--- src/rtl/instruction_store.sv ---
// Bus-writable instruction memory with a ready/valid sequential fetch engine; bus reads 1-cycle latency, fetch 1 instr/cycle.
// Optional build macro INSTR_STORE_DEFAULT_PROG_EN preloads a demo program at reset; fetch stalls while instr_ready is low.
module instruction_store #(
  parameter int          INSTR_W = 32,
  parameter int          DEPTH   = 16,
  parameter int          BUS_W   = 256,
  parameter logic [3:0]  SEL     = 4'h1,
  parameter int          AW      = $clog2(DEPTH)
) (
  input  logic               Clk,
  input  logic               nReset,
  input  logic [15:0]        address,
  input  logic               nRead,
  input  logic               nWrite,
  input  logic [BUS_W-1:0]   DataIn,
  output logic [BUS_W-1:0]   DataOut,
  output logic               DataValid,
  input  logic               fetch_start,
  input  logic [AW-1:0]      fetch_addr,
  input  logic               instr_ready,
  output logic               instr_valid,
  output logic [INSTR_W-1:0] instr_out,
  output logic [AW-1:0]      instr_pc,
  output logic               halted
);

  localparam logic [INSTR_W-1:0] STOP_WORD = '1;
  localparam logic [7:0]         STOP_OP   = 8'hFF;
  localparam logic [AW-1:0]      PC_LAST   = AW'(DEPTH - 1);
  localparam logic [12:0]        DEPTH_BUS = 13'(DEPTH);
  localparam logic [AW:0]        DEPTH_PC  = (AW + 1)'(DEPTH);

  localparam logic [1:0] S_IDLE  = 2'd0;
  localparam logic [1:0] S_FETCH = 2'd1;
  localparam logic [1:0] S_HALT  = 2'd2;

  if (DEPTH < 2 || DEPTH > 4096) begin : g_bad_depth
    $error("instruction_store: DEPTH must be in 2..4096");
  end
  if (BUS_W < INSTR_W) begin : g_bad_bus
    $error("instruction_store: BUS_W must be >= INSTR_W");
  end
  if (INSTR_W < 8) begin : g_bad_instr
    $error("instruction_store: INSTR_W must hold an 8-bit opcode");
  end
`ifdef INSTR_STORE_DEFAULT_PROG_EN
  if (DEPTH < 10) begin : g_bad_prog
    $error("instruction_store: default program needs DEPTH >= 10");
  end

  function automatic logic [INSTR_W-1:0] default_word(input int idx);
    case (idx)
      0:       return INSTR_W'(32'h01020001);
      1:       return INSTR_W'(32'hFF000000);
      2:       return INSTR_W'(32'h02030300);
      3:       return INSTR_W'(32'h030401FF);
      4:       return INSTR_W'(32'h04050380);
      5:       return INSTR_W'(32'h00060403);
      6:       return INSTR_W'(32'h120A0001);
      7:       return INSTR_W'(32'h110A0181);
      8:       return INSTR_W'(32'h130B0A81);
      default: return STOP_WORD;
    endcase
  endfunction
`endif

  logic [INSTR_W-1:0] mem_q [DEPTH];

  logic [BUS_W-1:0]   data_out_q;
  logic               data_vld_q;
  logic [1:0]         state_q, state_d;
  logic [AW-1:0]      pc_q, pc_d;
  logic [INSTR_W-1:0] instr_q, instr_d;

  logic          sel_hit, idx_ok, bus_wr, bus_rd;
  logic [AW-1:0] bus_idx;
  logic          unused_bus;

  assign sel_hit = (address[15:12] == SEL);
  assign idx_ok  = ({1'b0, address[11:0]} < DEPTH_BUS);
  assign bus_idx = address[AW-1:0];
  // A simultaneous read+write request is treated purely as a write.
  assign bus_wr  = sel_hit & idx_ok & ~nWrite;
  assign bus_rd  = sel_hit & ~nRead & nWrite;
  assign unused_bus = ^DataIn;

  always_ff @(posedge Clk or negedge nReset) begin
    if (!nReset) begin
      for (int i = 0; i < DEPTH; i++) begin
`ifdef INSTR_STORE_DEFAULT_PROG_EN
        mem_q[i] <= default_word(i);
`else
        mem_q[i] <= STOP_WORD;
`endif
      end
    end else if (bus_wr) begin
      mem_q[bus_idx] <= DataIn[INSTR_W-1:0];
    end
  end

  // Out-of-range reads still pulse DataValid so the bus master never waits.
  always_ff @(posedge Clk or negedge nReset) begin
    if (!nReset) begin
      data_out_q <= '0;
      data_vld_q <= 1'b0;
    end else begin
      data_vld_q <= bus_rd;
      if (bus_rd) begin
        data_out_q <= idx_ok ? BUS_W'(mem_q[bus_idx]) : '0;
      end
    end
  end

  assign DataOut   = data_out_q;
  assign DataValid = data_vld_q;

  logic          start_ok, handshake, is_stop;
  logic [AW-1:0] pc_inc;

  assign start_ok  = ({1'b0, fetch_addr} < DEPTH_PC);
  assign handshake = (state_q == S_FETCH) & instr_ready;
  assign is_stop   = (instr_q[INSTR_W-1 -: 8] == STOP_OP);
  assign pc_inc    = (pc_q == PC_LAST) ? '0 : pc_q + AW'(1);

  // Memory is sampled before this edge's bus write lands, giving read-before-write.
  always_comb begin
    state_d = state_q;
    pc_d    = pc_q;
    instr_d = instr_q;
    if (fetch_start) begin
      if (start_ok) begin
        state_d = S_FETCH;
        pc_d    = fetch_addr;
        instr_d = mem_q[fetch_addr];
      end else begin
        state_d = S_HALT;
      end
    end else if (handshake) begin
      if (is_stop) begin
        state_d = S_HALT;
      end else begin
        pc_d    = pc_inc;
        instr_d = mem_q[pc_inc];
      end
    end
  end

  always_ff @(posedge Clk or negedge nReset) begin
    if (!nReset) begin
      state_q <= S_IDLE;
      pc_q    <= '0;
      instr_q <= '0;
    end else begin
      state_q <= state_d;
      pc_q    <= pc_d;
      instr_q <= instr_d;
    end
  end

  assign instr_valid = (state_q == S_FETCH);
  assign halted      = (state_q == S_HALT);
  assign instr_out   = instr_q;
  assign instr_pc    = pc_q;

endmodule

--- config.mk ---
export PLATFORM = sky130hd
export DESIGN_NAME = instruction_store
export DESIGN_NICKNAME = d
export VERILOG_FILES = /design/src/rtl/instruction_store.sv
export SDC_FILE = /design/constraint.sdc
export NUM_CORES = 1
export LEC_CHECK = 0
export CAP_MARGIN = 25
export CORE_ASPECT_RATIO = 0.7
export CORE_UTILIZATION = 23
export DETAILED_ROUTE_END_ITERATION = 8
export MAX_ROUTING_LAYER = met4
export PLACE_DENSITY_LB_ADDON = 0.05
export SYNTH_ARGS = -nofsm -noshare
export SYNTH_HDL_FRONTEND = slang
export SYNTH_SLANG_ARGS = --single-unit
export TNS_END_PERCENT = 30
--- constraint.sdc ---
create_clock -name Clk -period 6.9 [get_ports Clk]
set_input_delay 0.69 -clock Clk [delete_from_list [all_inputs] [get_ports Clk]]
set_output_delay 0.69 -clock Clk [all_outputs]
set_load 0.02 [all_outputs]
# Word level (Yosys, flattened, before mapping)
# Index checks and enable logic that the tools add are counted.
# W data, S select, Z words.
[word_totals] input_bits=282 wordCells=71 regBits=807 out_inout_bits=295
[classes] n_lt_le_gt_ge=5 n_reduce_logical=5 bitwise_logic=10 mux=23 n_eq_ne=6 add_sub_neg=1
[ops] op="$bwmux W512" n=1
[ops] op="$bmux W32 S4" n=3
[ops] op="$mux W32" n=11
[ops] op="$demux W32 S4" n=1
[ops] op="$mux W4" n=4
[ops] op="$ge A5 B5 Y1 const B" n=3
[ops] op="$not A4 Y5" n=3
[ops] op="$lt A12 B5 Y1 const B" n=1
[ops] op="$eq A8 B8 Y1 const B" n=1
[ops] op="$mux W2" n=3
[ops] op="$and A1 B1 Y1" n=5
[ops] op="$lt A5 B1 Y1 const B" n=1
[ops] op="$add A4 B1 Y4 const B" n=1
[ops] op="$eq A4 B1 Y1 const B" n=1
[ops] op="$eq A4 B4 Y1 const B" n=1
[ops] op="$reduce_and A2 Y1" n=2
[ops] op="$reduce_bool A2 Y1" n=2
[ops] op="$eq A2 B1 Y1 const B" n=1
[ops] op="$eq A2 B2 Y1 const B" n=1
[ops] op="$ne A2 B2 Y1 const B" n=1
[ops] op="$not A1 Y1" n=2
[ops] op="$logic_and A1 B1 Y1" n=1

# Depth between registers and ports, before layout
[depth] depth_word=9 depth_mapped=11

# Least setup slack after synthesis
# OpenSTA, ideal clock, no wires.
[synth_timing] path_kind="input to register" startpoint="in address[15]" endpoint="reg mem_q[353] (netlist name)" cell_stages=6 t_arrival_ps=2864 n_path_buf=1 required_time_ps=6815 setup_slack_ps=3951 path_cell_list="or4b_1 > nor4_2 > or3b_1 > nor3b_2 > buf_4 > mux2_1"
[synth_via] elab_chain_len=3
[synth_rtl] item="from (decl)" line="12" rtl="input logic [15:0] address,"
[synth_rtl] item="$eq A4 B1 Y1" line="79" rtl="assign sel_hit = (address[15:12] == SEL);"
[synth_rtl] item="$and A1 B1 Y1 (2 in series)" line="83" rtl="assign bus_wr = sel_hit & idx_ok & ~nWrite;"
[synth_rtl] item="to (signal, indexed assignment)" line="97" rtl="mem_q[bus_idx] <= DataIn[INSTR_W-1:0];"
[synth_rtl] item="to (decl)" line="67" rtl="logic [INSTR_W-1:0] mem_q [DEPTH];"
# No other way between the ends.
# A chain may end at the register's enable or synchronous reset.

# Worst setup path in the final report
[layout_timing] startpoint="in address[15]" endpoint="reg mem_q[239] (netlist name)"
# Same word-level chain as after synthesis.

==> flow_summary.json <==
{
  "synthTopCellsByArea": "dfstp_2 37%, mux4_2 18%, mux2_2 16%",
  "cts_tree": "done",
  "port-buffer-count": 128,
  "global_route.overflow_total": 0,
  "setup_total_negative_slack_ps": 0,
  "drtIter0Drc": 1919,
  "synth-seq-cells": 583,
  "portion_of_synthesized_cell_area_occupied_by_the_leading_cell_type_pct": 36.6,
  "synthFlopType": "dfstp_2",
  "finalHoldViolations": 0,
  "row_count": 122,
  "htree_levels": 3,
  "max-slew-margin-rel_pct": 30.7,
  "netlist.top_cell.by_area": "dfstp_2",
  "dp_hpwl_um": 89900,
  "top_level_ports": 577,
  "drt-vias-per-instance": 5.03,
  "synth_cell_types": 62,
  "critPathCaptureType": "flop",
  "ctsLongestPathBuffers": 3,
  "synth-warning-count": 0,
  "report.final.slew_viol_count": 0,
  "tritoncts.num_buffers": 72,
  "fin_crit_sh_pct": 56.9,
  "ys_async_sr_fraction_pct": 100,
  "drc": 0,
  "core_area_um2": 158000,
  "p_r_area_growth_vs_syn_pct": 14.8,
  "dieWidth_um": 480,
  "initial_core_util_pct": 23.2,
  "timing.critical_path.required_ps": 7500,
  "nets": 3282,
  "synth_area_per_cell_um2": 12.2,
  "clock-sinks": 583,
  "antenna_violating_nets_post_route": 0,
  "avgRoutedWirePerCell_um": 30.5,
  "max_clock_freq_mhz": 255,
  "gates_resized_cts_repair": 0,
  "layout-drive-gt1-share_pct": 50.4,
  "grt_pass1_vias": 26328,
  "place.gp.congestion": 0.771,
  "chipHeight_um": 336,
  "hp-class": "flop to flop",
  "globalRouteTotalUtil_pct": 19.9,
  "wire_length_of_the_first_global_routing_pass_um": 220000,
  "holdWs_ps": 483,
  "timing.max_cap.violations": 0,
  "antenna_violations_before_repair": 19,
  "grt_setup_unrepaired": "false",
  "worstSetupPathType": "input pin to flop",
  "synthesis.instances": 3000,
  "crit_path_max_fanout": 20,
  "clock_skew_ps": 29.4,
  "synth_enable_flop_cells": 0,
  "clkSlewWorstSetupHoldPaths_ps": 60,
  "routed_via_count": 26002,
  "worst_skew_pair.late_latency_ps": 670,
  "powerDensity_nw_per_um2": 222,
  "crit_arrival_ps": 4520,
  "synth-seq-area-share_pct": 41.4,
  "power.leakage_uw": 0.0161,
  "setup_viol_count_final": 0,
  "slew_of_the_pin_with_the_lowest_slew_margin_ps": 1040,
  "ir_worst_vdd_uv": 170,
  "critical_path.startpoint_type": "input pin",
  "post_synth_instance_area_um2": 36700,
  "detailed_route_wire_length_um": 158000,
  "library_cell_used_as_clock_root_buffer": "clkbuf_16",
  "drt_pass1_iterations": 7,
  "final_period_minus_worst_setup_slack_ps": 3920,
  "fp.dieArea_um2": 161000,
  "maximum_number_of_pins_on_one_net_before_global_route_repair": 131,
  "run_status": "finished, final reports clean"
}
-- sequential cells by signal, indices dropped and copies added, names as in the netlist --
signal and flops:
DataOut 32, instr_out 32, state_q 2, mem_q 512, DataValid 1, instr_pc 4
-- synth_stat cells (all sizes together) (5+ instances only) --
library cell / n
mux2: 543
dfstp: 512
nand2: 341
buf: 334
mux4: 288
clkbuf: 168
mux2i: 107
a21oi: 104
o21ai: 96
nor2: 79
dfrtp: 71
a31oi: 46
a211oi: 35
inv: 35
o22ai: 33
nand3: 26
nor2b: 16
o221ai: 16
nor3: 15
o32a: 13
a221o: 12
a311oi: 12
o31ai: 12
and2: 11
a32oi: 10
o211ai: 8
a32o: 6
nand2b: 5
-- final timing paths --
path,from,to,slack (ps),depth (start not counted)
hold reg to reg,DataOut[23],DataOut[23],480,2
max in group asynchronous,nReset,DataOut[19],4990,3
hold / removal,DataOut[23],DataOut[23],480,2
setup / recovery,address[15],mem_q[239],2980,7
setup reg to reg,instr_pc[0],instr_out[11],3130,9
min in group asynchronous,nReset,DataOut[1],620,2
-- per-layer routing --
layer  vias to the layer above  global-route usage [%]  share of wire (%)
li1                      10800                       -                  -
met1                     14119                    28.9                 50
met2                       851                    28.7                 44
met3                       232                    3.24                4.4
met4                         0                    4.82                2.4
met5                         -                       -                  0
-- cells by family (layout without fill, tap and decap cells) --
| logic type | Yosys count | in the layout | synth area share (%) |
|---|---|---|---|
| mux | 938 | 938 | 37.2 |
| compound gates | 421 | 421 | 7.37 |
| fa+ha+maj | 1 | 1 | 0.0340 |
| simple gates | 516 | 516 | 5.89 |
| xor+xnor | 3 | 3 | 0.0715 |
| flops | 583 | 583 | 41.4 |
| buf+inv | 537 | 371 | 7.98 |
| other cells | 1 | 233 | 0.0102 |
-- cell type report --
cell class                      count  area, um^2
Antenna cell                        9        22.5
Clock buffer                      120        2300
Clock inverter                     12         174
Fill cell                       16314      116000
Inverter                           35         131
Multi-Input combinational cell   2103       19600
Sequential cell                   583       15200
Tap cell                         2108        2640
Timing Repair Buffer              204        2100
-- worst max-delay path, stage by stage --
cell and delay [ps]:
clkdlybuf4s50_1 400, or4b_1 570, nor4_2 650, or3b_1 590
nor2b_4 840, buf_12 340, mux2_2 370
-- where the power goes --
group | switching [uW] | internal [uW] | total (uW)
registers | 88.6 | 3480 | 3570
clock network | 1670 | 2410 | 4080
logic | 1240 | 469 | 1710
total | 3000 | 6360 | 9370
-- repair_timing --
item	4_1_cts	5_1_grt
buffers inserted	0	0
endpoints found under the hold margin	9	0
hold buffers	1	0
-- metrics by stage --
| stage | setup WS (ps) | area [um^2] | total power [uW] | utilization, % | std cells |
|---|---|---|---|---|---|
| detailed placement | 2350 | 39700 | 5340 | 25.1 | 5031 |
| floorplan | 3950 | 37600 | 4560 | - | 3223 |
| finish | 2980 | 42200 | 9370 | 26.7 | 5174 |
| CTS | 3070 | 42200 | 9550 | 26.6 | 5164 |
| global placement | 2100 | 39600 | 5350 | 25.0 | 5027 |
| global route | 2980 | 42200 | 9750 | 26.7 | 5169 |
-- layout by cell type (no fill, tap or decap), drive strengths merged, types with 5 or more instances in the layout --
| master | instances |
|---|---|
| nor2 | 79 |
| o211ai | 8 |
| and2 | 11 |
| a311oi | 12 |
| mux2 | 543 |
| buf | 84 |
| nor2b | 16 |
| o31ai | 12 |
| a211oi | 35 |
| nand2 | 341 |
| conb | 224 |
| o32a | 13 |
| dfstp | 512 |
| clkdlybuf4s50 | 119 |
| dfrtp | 71 |
| mux2i | 107 |
| diode | 9 |
| a32o | 6 |
| a32oi | 10 |
| nand3 | 26 |
| o221ai | 16 |
| o22ai | 33 |
| inv | 38 |
| a21oi | 104 |
| o21ai | 96 |
| clkbuf | 120 |
| a221o | 12 |
| mux4 | 288 |
| nor3 | 15 |
| nand2b | 5 |
| a31oi | 46 |
Power figures use the tool's default switching activity.
